## config.mk

```make
export PLATFORM = sky130hd
export DESIGN_NAME = fb_page_ctrl
export DESIGN_NICKNAME = d
export VERILOG_FILES = /design/src/rtl/fb_page_ctrl.sv
export SDC_FILE = /design/constraint.sdc
export NUM_CORES = 1
export LEC_CHECK = 0
export CORE_MARGIN = 4
export CORE_UTILIZATION = 48
export DETAILED_ROUTE_END_ITERATION = 10
export GPL_TIMING_DRIVEN = 1
export PLACE_DENSITY_LB_ADDON = 0.05
export SETUP_SLACK_MARGIN = 0.2
export SLEW_MARGIN = 10
export SYNTH_ARGS = -nofsm -noshare
export SYNTH_HDL_FRONTEND = slang
export SYNTH_SLANG_ARGS = --single-unit
```

## constraint.sdc

```tcl
create_clock -name clk -period 2.5 [get_ports clk]
set_input_delay 0.375 -clock clk [delete_from_list [all_inputs] [get_ports clk]]
set_output_delay 0.375 -clock clk [all_outputs]
set_load 0.01 [all_outputs]
```

## src/rtl/fb_page_ctrl.sv

```systemverilog
// Double-buffered Game Boy framebuffer page controller: fills the back page from
// decoded GB pixels, swaps pages only at VGA frame boundaries, and requests blanking when GB video stops.
module fb_page_ctrl #(
  parameter int PIXELS       = 23040,
  parameter int BLANK_FRAMES = 2
) (
  input  logic        clk,
  input  logic        rst,
  input  logic        in_frame_start,
  input  logic        in_wr,
  input  logic [14:0] in_addr,
  input  logic [1:0]  in_data,
  input  logic        vga_frame_end,
  input  logic [14:0] vga_rdaddr,
  output logic        fb_wren,
  output logic [15:0] fb_wraddr,
  output logic [1:0]  fb_data,
  output logic [15:0] fb_rdaddr,
  output logic        blank,
  output logic [7:0]  drop_count
);
  localparam logic [15:0] PIX16   = 16'(PIXELS);
  localparam logic [7:0]  BLANK8  = 8'(BLANK_FRAMES);

  typedef enum logic [1:0] {IDLE, FILL, READY, SKIP} state_t;

  state_t      state;
  logic        front_page;
  logic [15:0] count;
  logic [7:0]  miss;
  logic        addr_ok, wr_ok;
  logic [7:0]  drop_inc, miss_inc;

  assign addr_ok   = {1'b0, in_addr} < PIX16;
  // A frame start in the same cycle as a pixel always wins over the pixel.
  assign wr_ok     = (state == FILL) && in_wr && !in_frame_start && addr_ok;
  assign drop_inc  = (drop_count == 8'hFF) ? drop_count : drop_count + 8'd1;
  assign miss_inc  = (miss == 8'hFF) ? miss : miss + 8'd1;
  assign fb_rdaddr = {front_page, vga_rdaddr};

  always_ff @(posedge clk) begin
    if (rst) begin
      state      <= IDLE;
      front_page <= 1'b0;
      count      <= '0;
      fb_wren    <= 1'b0;
      fb_wraddr  <= '0;
      fb_data    <= '0;
      drop_count <= '0;
      miss       <= '0;
      blank      <= 1'b1;
    end else begin
      fb_wren <= wr_ok;
      if (wr_ok) begin
        fb_wraddr <= {~front_page, in_addr};
        fb_data   <= in_data;
      end

      case (state)
        IDLE: if (in_frame_start) begin
          state <= FILL;
          count <= '0;
        end
        FILL: if (in_frame_start) begin
          drop_count <= drop_inc;
          count      <= '0;
        end else if (wr_ok) begin
          count <= count + 16'd1;
          if (count + 16'd1 == PIX16) state <= READY;
        end
        // A full frame is waiting; the swap happens before any same-cycle start.
        READY, SKIP: if (vga_frame_end) begin
          front_page <= ~front_page;
          if (in_frame_start) begin
            state <= FILL;
            count <= '0;
          end else begin
            state <= IDLE;
          end
        end else if (in_frame_start) begin
          drop_count <= drop_inc;
          state      <= SKIP;
        end
        default: state <= IDLE;
      endcase

      if (in_frame_start) begin
        miss  <= '0;
        blank <= 1'b0;
      end else if (vga_frame_end) begin
        miss <= miss_inc;
        if (miss_inc >= BLANK8) blank <= 1'b1;
      end
    end
  end
endmodule

```

==> flow_summary.json, run 1 <==
{
  "hold_class": "flop to flop",
  "skew_ns": 0.00711,
  "slowest_stage": "dfxtp_1",
  "clk_pin_slew_ns": 0.10,
  "critical_path.endpoint": "state[0]$_SDFFE_PP0P_",
  "finalInstanceArea_um2": 3320,
  "setup-tns-final_ns": 0,
  "grt_pass1_wl_um": 11000,
  "postPlaceCellArea_um2": 3220,
  "max_stage_delay_ns": 0.46,
  "clkLatencyLatePin_ns": 0.30,
  "maxSlewViolCount": 0,
  "setup_viol": 0,
  "dp_hpwl_um": 4450,
  "grtUsageTotal": 0.184,
  "critPathLaunch": "count[0]$_SDFFE_PP0P_",
  "path_class": "flop to flop",
  "finalNetCount": 412,
  "antenna_found_initial": 0,
  "synth_cell_type_count": 56,
  "syn_nets": 384,
  "cts_tree": "built",
  "p_int_uw": 1250,
  "io_buffers": 50,
  "start_kind": "flop",
  "clock_path_buffers": 2,
  "ant_nets": 0,
  "critPathArrivalTime_ns": 2.21,
  "synthArstFlopShare": 0,
  "hold_slack_ns": 0.456,
  "io_pins": 81,
  "drc": 0,
  "die_x_um": 84.4,
  "syn_to_final_growth_pct": 18.5,
  "cts_hold_buf": 0,
  "grt_overflow": 0,
  "min_period_ns": 2.01,
  "dieArea_um2": 7120,
  "grt_max_degree": 36,
  "crit_path_end_kind": "flop",
  "wirelength_um": 6310,
  "fin_cells": 443,
  "placed_cells": 436,
  "fmax_mhz": 498,
  "final_cell_mix": "dfxtp_1 (55), clkdlybuf4s50_1 (50), nand2_1 (48)",
  "comb_power_share": 0.086,
  "synth_cells": 343,
  "gp_congestion": 0.909,
  "relSlewSlack": 0.597,
  "finalPower_uw": 1610,
  "r2r_slack_ns": 0.49,
  "vias": 2447,
  "cts_made_buffers": 5,
  "start_util": 0.503,
  "wire_per_inst_um": 14.3,
  "path_cells": "ha_1 -> nand3_2 -> nor3_1 -> a31o_2 -> nand4_1 -> and3_1",
  "die_height_um": 84.4,
  "synthFlopType": "dfxtp_1",
  "drive_above_1_share": 0.0782,
  "cts_setup_buffers": 0,
  "crit_fanout": 6,
  "htree_levels": 2,
  "rows": 27,
  "cts_resized": 0,
  "ys_warn_count": 0,
  "sw_frac_of_total": 0.220,
  "core_um2": 5570,
  "final_common_cell": "dfxtp_1",
  "rr_worst_depth": 6,
  "worstPathRequired_ns": 2.71,
  "p_sw_uw": 354,
  "viasPerCell": 5.52,
  "fillers": 544,
  "cellLeakagePower_uw": 0.00114,
  "crit-reg2reg-launch": "count[0]$_SDFFE_PP0P_",
  "rsz0062_at_grt": "false",
  "syn_area_per_cell_um2": 8.17,
  "synth_edf_count": 0,
  "ys_seq_elements": 55,
  "syn_area_um2": 2800,
  "clock-sinks": 55,
  "finalHoldViolCount": 0,
  "ys_seq_area_frac": 0.393,
  "grt_pass1_vias": 2310,
  "ir_worst_vdd_uv": 240,
  "p_clk_frac": 0.357,
  "status": "finished, final reports clean",
  "worstMarginPinSlew_ns": 0.601,
  "num_antenna_cells": 0,
  "power_density_nw_per_um2": 485,
  "r2r-end": "state[0]$_SDFFE_PP0P_",
  "cts_root_buf": "clkbuf_8",
  "max_cap_violations": 0,
  "pwr-share-seq": 0.558,
  "finalCritPeriodShare": 0.804,
  "drtPass1Iterations": 4,
  "first_iter_violations": 146
}
==> worst min path at each step <==
stage | startpoint | endpoint | slack (ns) | depth (start not counted)
after CTS | fb_wraddr[8]$_SDFFE_PP0P_ | fb_wraddr[8]$_SDFFE_PP0P_ | 0.46 | 2
final | fb_wraddr[3]$_SDFFE_PP0P_ | fb_wraddr[3]$_SDFFE_PP0P_ | 0.46 | 2
after detailed placement | fb_wraddr[2]$_SDFFE_PP0P_ | fb_wraddr[2]$_SDFFE_PP0P_ | 0.45 | 2
after global routing | fb_wraddr[2]$_SDFFE_PP0P_ | fb_wraddr[2]$_SDFFE_PP0P_ | 0.48 | 2
after global placement | fb_wraddr[4]$_SDFFE_PP0P_ | fb_wraddr[4]$_SDFFE_PP0P_ | 0.44 | 2
after floorplan | count[15]$_SDFFE_PP0P_ | count[15]$_SDFFE_PP0P_ | 0.47 | 1
==> metal layers <==
layer	part of all wire	GRT usage	vias to the layer above
li1	-	-	1236
met1	0.47	0.238	1135
met2	0.43	0.288	69
met3	0.089	0.0765	7
met4	0.0087	0.0374	0
met5	0	0	-
==> power by group through the flow <==
stage               logic [uW]  registers (uW)  clock network, uW
floorplan                 83.8             921                  0
global placement           138             917                  0
detailed placement         139             917                  0
CTS                        140             897                592
global route               151             899                628
finish                     138             897                574
==> sequential cells by signal (all words and copies together) (netlist names), 2 cells and up <==
name,cells
count,16
fb_wraddr,16
drop_count,8
miss,8
fb_data,2
state,2
==> through the flow <==
stage / util / setup slack [ns]
2_1_floorplan: - / 0.756
3_3_place_gp: 0.577 / 0.315
3_5_place_dp: 0.577 / 0.238
4_1_cts: 0.596 / 0.496
5_1_grt: 0.596 / 0.338
6_report: 0.596 / 0.490
==> cell families after synthesis <==
logic type                 after synthesis  share of synthesized area
xor gates and xnor gates                19                     0.0594
muxes                                    4                     0.0143
DFF                                     55                      0.393
and+or+nand+nor                        150                      0.259
AOI/OAI and AO/OA                       73                      0.172
buffers and inverters                   38                     0.0840
adders and majority gates                4                     0.0179
==> final cells by class <==
cell class | count | area (um2) | area share
clock buffer | 6 | 72.6 | 0.0219
clock inverter | 1 | 30.0 | 0.00905
inverter | 2 | 7.51 | 0.00226
multi-input combinational | 250 | 1470 | 0.441
sequential | 55 | 1100 | 0.332
tap | 72 | 90.1 | 0.0271
timing repair buffer | 57 | 553 | 0.167
==> worst max-delay path, delay by kind of cell, from the launching register on <==
family / cells / cell delay [ns]
AND/OR/NAND/NOR: 4 / 0.91
AO/OA/AOI/OAI: 1 / 0.25
adder cells (fa/ha/maj): 1 / 0.29
flip-flops: 1 / 0.46
==> synthesized netlist by cell type (3+ instances only) <==
| cell type | n | share of area |
|---|---|---|
| and3_1 | 9 | 0.020 |
| a311oi_1 | 8 | 0.025 |
| nor3_1 | 8 | 0.014 |
| nand4_1 | 8 | 0.018 |
| xor2_1 | 13 | 0.041 |
| nand3_1 | 13 | 0.023 |
| nor2_1 | 41 | 0.055 |
| a31oi_1 | 5 | 0.011 |
| ha_1 | 4 | 0.018 |
| o21ai_0 | 10 | 0.018 |
| a21oi_1 | 29 | 0.052 |
| buf_4 | 19 | 0.051 |
| buf_1 | 3 | 0.0040 |
| nand2b_1 | 3 | 0.0067 |
| nand2_1 | 48 | 0.064 |
| clkbuf_1 | 9 | 0.012 |
| mux2i_1 | 4 | 0.014 |
| nand3b_1 | 3 | 0.0080 |
| a211oi_1 | 3 | 0.0080 |
| xnor2_1 | 6 | 0.019 |
| dfxtp_1 | 55 | 0.39 |
(Power assumes the default switching activity.)
==> run 2, diff against run 1 <==
- CORE_UTILIZATION: 48 -> 43
- clock period: 2.5 -> 1.75 ns (I/O delays scaled with it)
==> flow_summary.json, run 2 (synthesis gave the netlist of run 1 again) <==
{
  "status": "finished, final reports clean",
  "crit_fanout": 3,
  "hold_class": "input pin to flop",
  "clk_pin_slew_ns": 0.11,
  "vias": 2669,
  "core_um2": 6350,
  "ir_worst_vdd_uv": 430,
  "critPathBufInv": 0,
  "worstPathRequired_ns": 1.96,
  "dp_slack_ns": -0.404,
  "cts_tree": "built",
  "sw_frac_of_total": 0.260,
  "clock_path_buffers": 2,
  "grt_overflow": 0,
  "clock-sinks": 55,
  "maxSlewViolCount": 0,
  "dp_hpwl_um": 4770,
  "fmax_mhz": 575,
  "ant_nets": 0,
  "crit_path_end_kind": "flop",
  "grtUsageTotal": 0.178,
  "start_util": 0.441,
  "path_cells": "nand4_1 -> nor4_2 -> xor2_1 -> nor4_1 -> nand4_1 -> and3_1",
  "grt_pass1_wl_um": 11300,
  "cp_top_family": "simple AND/OR/NAND/NOR gates",
  "p_int_uw": 1710,
  "io_buffers": 50,
  "drtPass1Iterations": 4,
  "slowest_stage": "dfxtp_2",
  "dieArea_um2": 7870,
  "hold_slack_ns": 0.229,
  "die_x_um": 88.7,
  "final_cell_mix": "clkdlybuf4s50_1 (36), nor2_1 (35), buf_4 (34)",
  "cts_made_buffers": 5,
  "max_cap_violations": 0,
  "first_iter_violations": 119,
  "path_common_cell": "nand4_1",
  "start_kind": "flop",
  "reg_top3": "count (16), fb_wraddr (16)",
  "max_stage_delay_ns": 0.34,
  "worstMarginPinSlew_ns": 0.291,
  "relSlewSlack": 0.804,
  "htree_levels": 2,
  "cellLeakagePower_uw": 0.00170,
  "rows": 29,
  "io_pins": 81,
  "path_class": "flop to flop",
  "comb_power_share": 0.124,
  "wire_per_inst_um": 15.1,
  "gp_congestion": 0.849,
  "grt_max_degree": 47,
  "fillers": 502,
  "setup-tns-final_ns": 0,
  "drc": 0,
  "finalNetCount": 458,
  "syn_to_final_growth_pct": 51.6,
  "cts_hold_buf": 0,
  "finalCritPeriodShare": 0.995,
  "wirelength_um": 7480,
  "p_sw_uw": 600,
  "setup_viol": 0,
  "fin_ws_ns": 0.00960,
  "finalHoldViolCount": 0,
  "skew_ns": 0.0110,
  "power_density_nw_per_um2": 543,
  "pwr-share-seq": 0.553,
  "final_core_util": 0.669,
  "critPathArrivalTime_ns": 1.95,
  "grt_pass1_vias": 2383,
  "drive_above_1_share": 0.404,
  "viasPerCell": 5.39,
  "final_common_cell": "clkdlybuf4s50_1",
  "p_clk_frac": 0.322,
  "clkLatencyLatePin_ns": 0.31,
  "antenna_found_initial": 0,
  "rsz0062_at_grt": "true",
  "num_antenna_cells": 0,
  "die_height_um": 88.7,
  "min_period_ns": 1.74,
  "cts_root_buf": "clkbuf_8"
}
[run 2: cell count changes in the layout (fill, tap and decap cells not counted), sizes merged, moves of 3 or more]
cell,change
buf,+44
clkdlybuf4s50,-14
dlygate4sd2,+3
dlymetal6s2s,+11
[run 2: worst paths after layout]
path / from / end / slack [ns] / cells past startpoint
worst max register to register: count[7]$_SDFFE_PP0P_ / state[0]$_SDFFE_PP0P_ / 0.01 / 6
worst min register to register: fb_wraddr[12]$_SDFFE_PP0P_ / fb_wraddr[12]$_SDFFE_PP0P_ / 0.46 / 2
worst max-delay path: count[7]$_SDFFE_PP0P_ / state[0]$_SDFFE_PP0P_ / 0.01 / 6
worst min-delay path: in_addr[9] / fb_wraddr[9]$_SDFFE_PP0P_ / 0.23 / 3
[run 2: repair_timing]
action                     in CTS  in global routing
gates cloned                    0                  3
setup buffers                   5                  7
pin swaps                      13                 48
setup endpoints to repair      34                 47
gates resized for setup        38                119
[run 2: power by group through the flow]
stage               clock, uW  sequential [uW]  combinational (uW)
finish                    743             1280                 287
global route              825             1280                 304
detailed placement          0             1310                 212
global placement            0             1310                 212
CTS                       775             1280                 228
floorplan                   0             1320                 120
[run 2: per-layer routing]
layer  GRT usage  vias to the layer above  routed length (um)
met1       0.262                     1246                3450
met3      0.0521                        9                 569
li1            -                     1338                   -
met4      0.0288                        0                  70
met2       0.262                       76                3390
met5           0                        -                   0
[run 2: through the flow]
step / instance area [um2] / cells / total power [uW]
final: 4250 / 495 / 2310
after global routing: 4250 / 495 / 2410
after CTS: 3740 / 485 / 2280
after detailed placement: 3500 / 472 / 1520
after global placement: 3500 / 472 / 1520
after floorplan: 2830 / 343 / 1440
[run 2: layout make-up]
type | instances | area, um2 | area share
Clock buffer | 5 | 68.8 | 0.0162
Clock inverter | 3 | 27.5 | 0.00648
Inverter | 2 | 7.51 | 0.00177
Multi-Input combinational cell | 251 | 1880 | 0.443
Sequential cell | 55 | 1150 | 0.271
Tap cell | 77 | 96.3 | 0.0227
Timing Repair Buffer | 102 | 1020 | 0.240
[run 2: worst register-to-register path: cells and delay by family, from the launching register on]
family / cells / cell delay (ns)
simple gates: 5 / 1.21
flops: 1 / 0.34
xor+xnor: 1 / 0.10
==> run 3, diff against run 2 <==
- CORE_UTILIZATION: 43 -> 51
- clock period: 1.75 -> 2.1 ns (I/O delays scaled with it)
==> flow_summary.json, run 3 (synthesis gave the netlist of run 1 again) <==
{
  "rsz0062_at_grt": "true",
  "ant_nets": 0,
  "wirelength_um": 6280,
  "finalNetCount": 423,
  "fmax_mhz": 548,
  "p_clk_frac": 0.347,
  "die_x_um": 82.1,
  "start_kind": "flop",
  "postPlaceCellArea_um2": 3320,
  "cts_made_buffers": 5,
  "max_cap_violations": 0,
  "dp_hpwl_um": 4460,
  "cts_root_buf": "clkbuf_8",
  "r2r_slack_ns": 0.28,
  "clock_path_buffers": 2,
  "worstPathRequired_ns": 2.31,
  "dp_slack_ns": -0.00677,
  "htree_levels": 2,
  "viasPerCell": 5.55,
  "cellLeakagePower_uw": 0.00122,
  "clk_pin_slew_ns": 0.10,
  "hold_class": "flop to flop",
  "reg_top3": "count (16), fb_wraddr (16)",
  "first_iter_violations": 138,
  "rows": 26,
  "num_antenna_cells": 0,
  "status": "finished, final reports clean",
  "p_sw_uw": 448,
  "worstMarginPinSlew_ns": 0.384,
  "antenna_found_initial": 0,
  "critPathLaunch": "count[0]$_SDFFE_PP0P_",
  "clock-sinks": 55,
  "io_buffers": 50,
  "r2r-end": "state[0]$_SDFFE_PP0P_",
  "ff_latch_area_um2": 1100,
  "pwr-share-seq": 0.562,
  "grt_max_degree": 47,
  "fin_ws_ns": 0.275,
  "crit_path_end_kind": "flop",
  "io_pins": 81,
  "finalHoldViolCount": 0,
  "sw_frac_of_total": 0.236,
  "rr_worst_depth": 7,
  "cts_tree": "built",
  "die_height_um": 82.1,
  "drive_above_1_share": 0.128,
  "core_um2": 5200,
  "comb_power_share": 0.092,
  "maxSlewViolCount": 0,
  "syn_to_final_growth_pct": 23.5,
  "drtPass1Iterations": 4,
  "min_period_ns": 1.82,
  "skew_ns": 0.00385,
  "critPathArrivalTime_ns": 2.04,
  "crit-reg2reg-launch": "count[0]$_SDFFE_PP0P_",
  "drc": 0,
  "finalInstanceArea_um2": 3460,
  "grt_pass1_vias": 2266,
  "final_cell_mix": "dfxtp_1 (52), clkdlybuf4s50_1 (50), nand2_1 (48)",
  "crit_fanout": 5,
  "wire_per_inst_um": 13.9,
  "vias": 2515,
  "cts_hold_buf": 0,
  "final_common_cell": "dfxtp_1",
  "setup_viol": 0,
  "gp_congestion": 0.844,
  "grt_pass1_wl_um": 10600,
  "multiInputGateArea_um2": 1500,
  "critical_path.endpoint": "state[0]$_SDFFE_PP0P_",
  "start_util": 0.538,
  "clkLatencyLatePin_ns": 0.31,
  "dieArea_um2": 6740,
  "p_int_uw": 1450,
  "cts_setup_buffers": 0,
  "power_density_nw_per_um2": 549,
  "grtUsageTotal": 0.200,
  "finalCritPeriodShare": 0.869,
  "fillers": 480,
  "relSlewSlack": 0.744,
  "grt_overflow": 0,
  "ir_worst_vdd_uv": 356,
  "path_class": "flop to flop"
}
run 3: worst min-delay path by stage:
stage | startpoint | cells after the start | endpoint
finish | fb_wraddr[5]$_SDFFE_PP0P_ | 2 | fb_wraddr[5]$_SDFFE_PP0P_
global route | fb_wraddr[2]$_SDFFE_PP0P_ | 2 | fb_wraddr[2]$_SDFFE_PP0P_
CTS | fb_wraddr[7]$_SDFFE_PP0P_ | 2 | fb_wraddr[7]$_SDFFE_PP0P_
detailed placement | fb_wraddr[7]$_SDFFE_PP0P_ | 2 | fb_wraddr[7]$_SDFFE_PP0P_
global placement | fb_wraddr[7]$_SDFFE_PP0P_ | 2 | fb_wraddr[7]$_SDFFE_PP0P_
floorplan | in_frame_start | 1 | blank$_SDFFE_PP1P_
run 3: power groups by stage:
stage	logic, uW	registers (uW)	clock network [uW]
after floorplan	99.8	1100	0
after global placement	173	1090	0
after detailed placement	174	1090	0
after CTS	175	1070	670
after global routing	191	1070	725
final	174	1070	659
run 3: per-stage QoR:
step	TNS, ns	util	total power, uW	cells	hold WS (ns)
final	0	0.665	1900	453	0.459
after floorplan	0	-	1200	343	0.427
after detailed placement	-0.00677	0.638	1270	445	0.447
after global placement	0	0.638	1260	445	0.441
after CTS	0	0.659	1910	453	0.460
after global routing	0	0.665	1990	453	0.486
run 3: area by class of cell:
cell class	count	area share
well taps	70	0.0253
repair buffers	68	0.191
clock inverters	1	0.00217
inverters	2	0.00217
multi-input cells	250	0.432
clock buffers	7	0.0278
flip-flops and latches	55	0.319
run 3: repair_timing:
action,4_1_cts,5_1_grt
resized for setup,2,7
endpoints found under the setup margin,1,11
cloned,0,0
pin swaps,0,0
run 3: metal layers:
layer | global-route usage | part of all wire
met1 | 0.267 | 0.47
met2 | 0.300 | 0.43
met3 | 0.0846 | 0.094
met4 | 0.0432 | 0.0051
met5 | 0 | 0
run 3: critical path, cell delays in order, from the launching register on:
cell	delay, ns
dfxtp_1	0.38
buf_4	0.16
nand3_1	0.18
nor4_2	0.34
xor2_1	0.10
nor4_1	0.24
nand4_1	0.15
and3_1	0.18
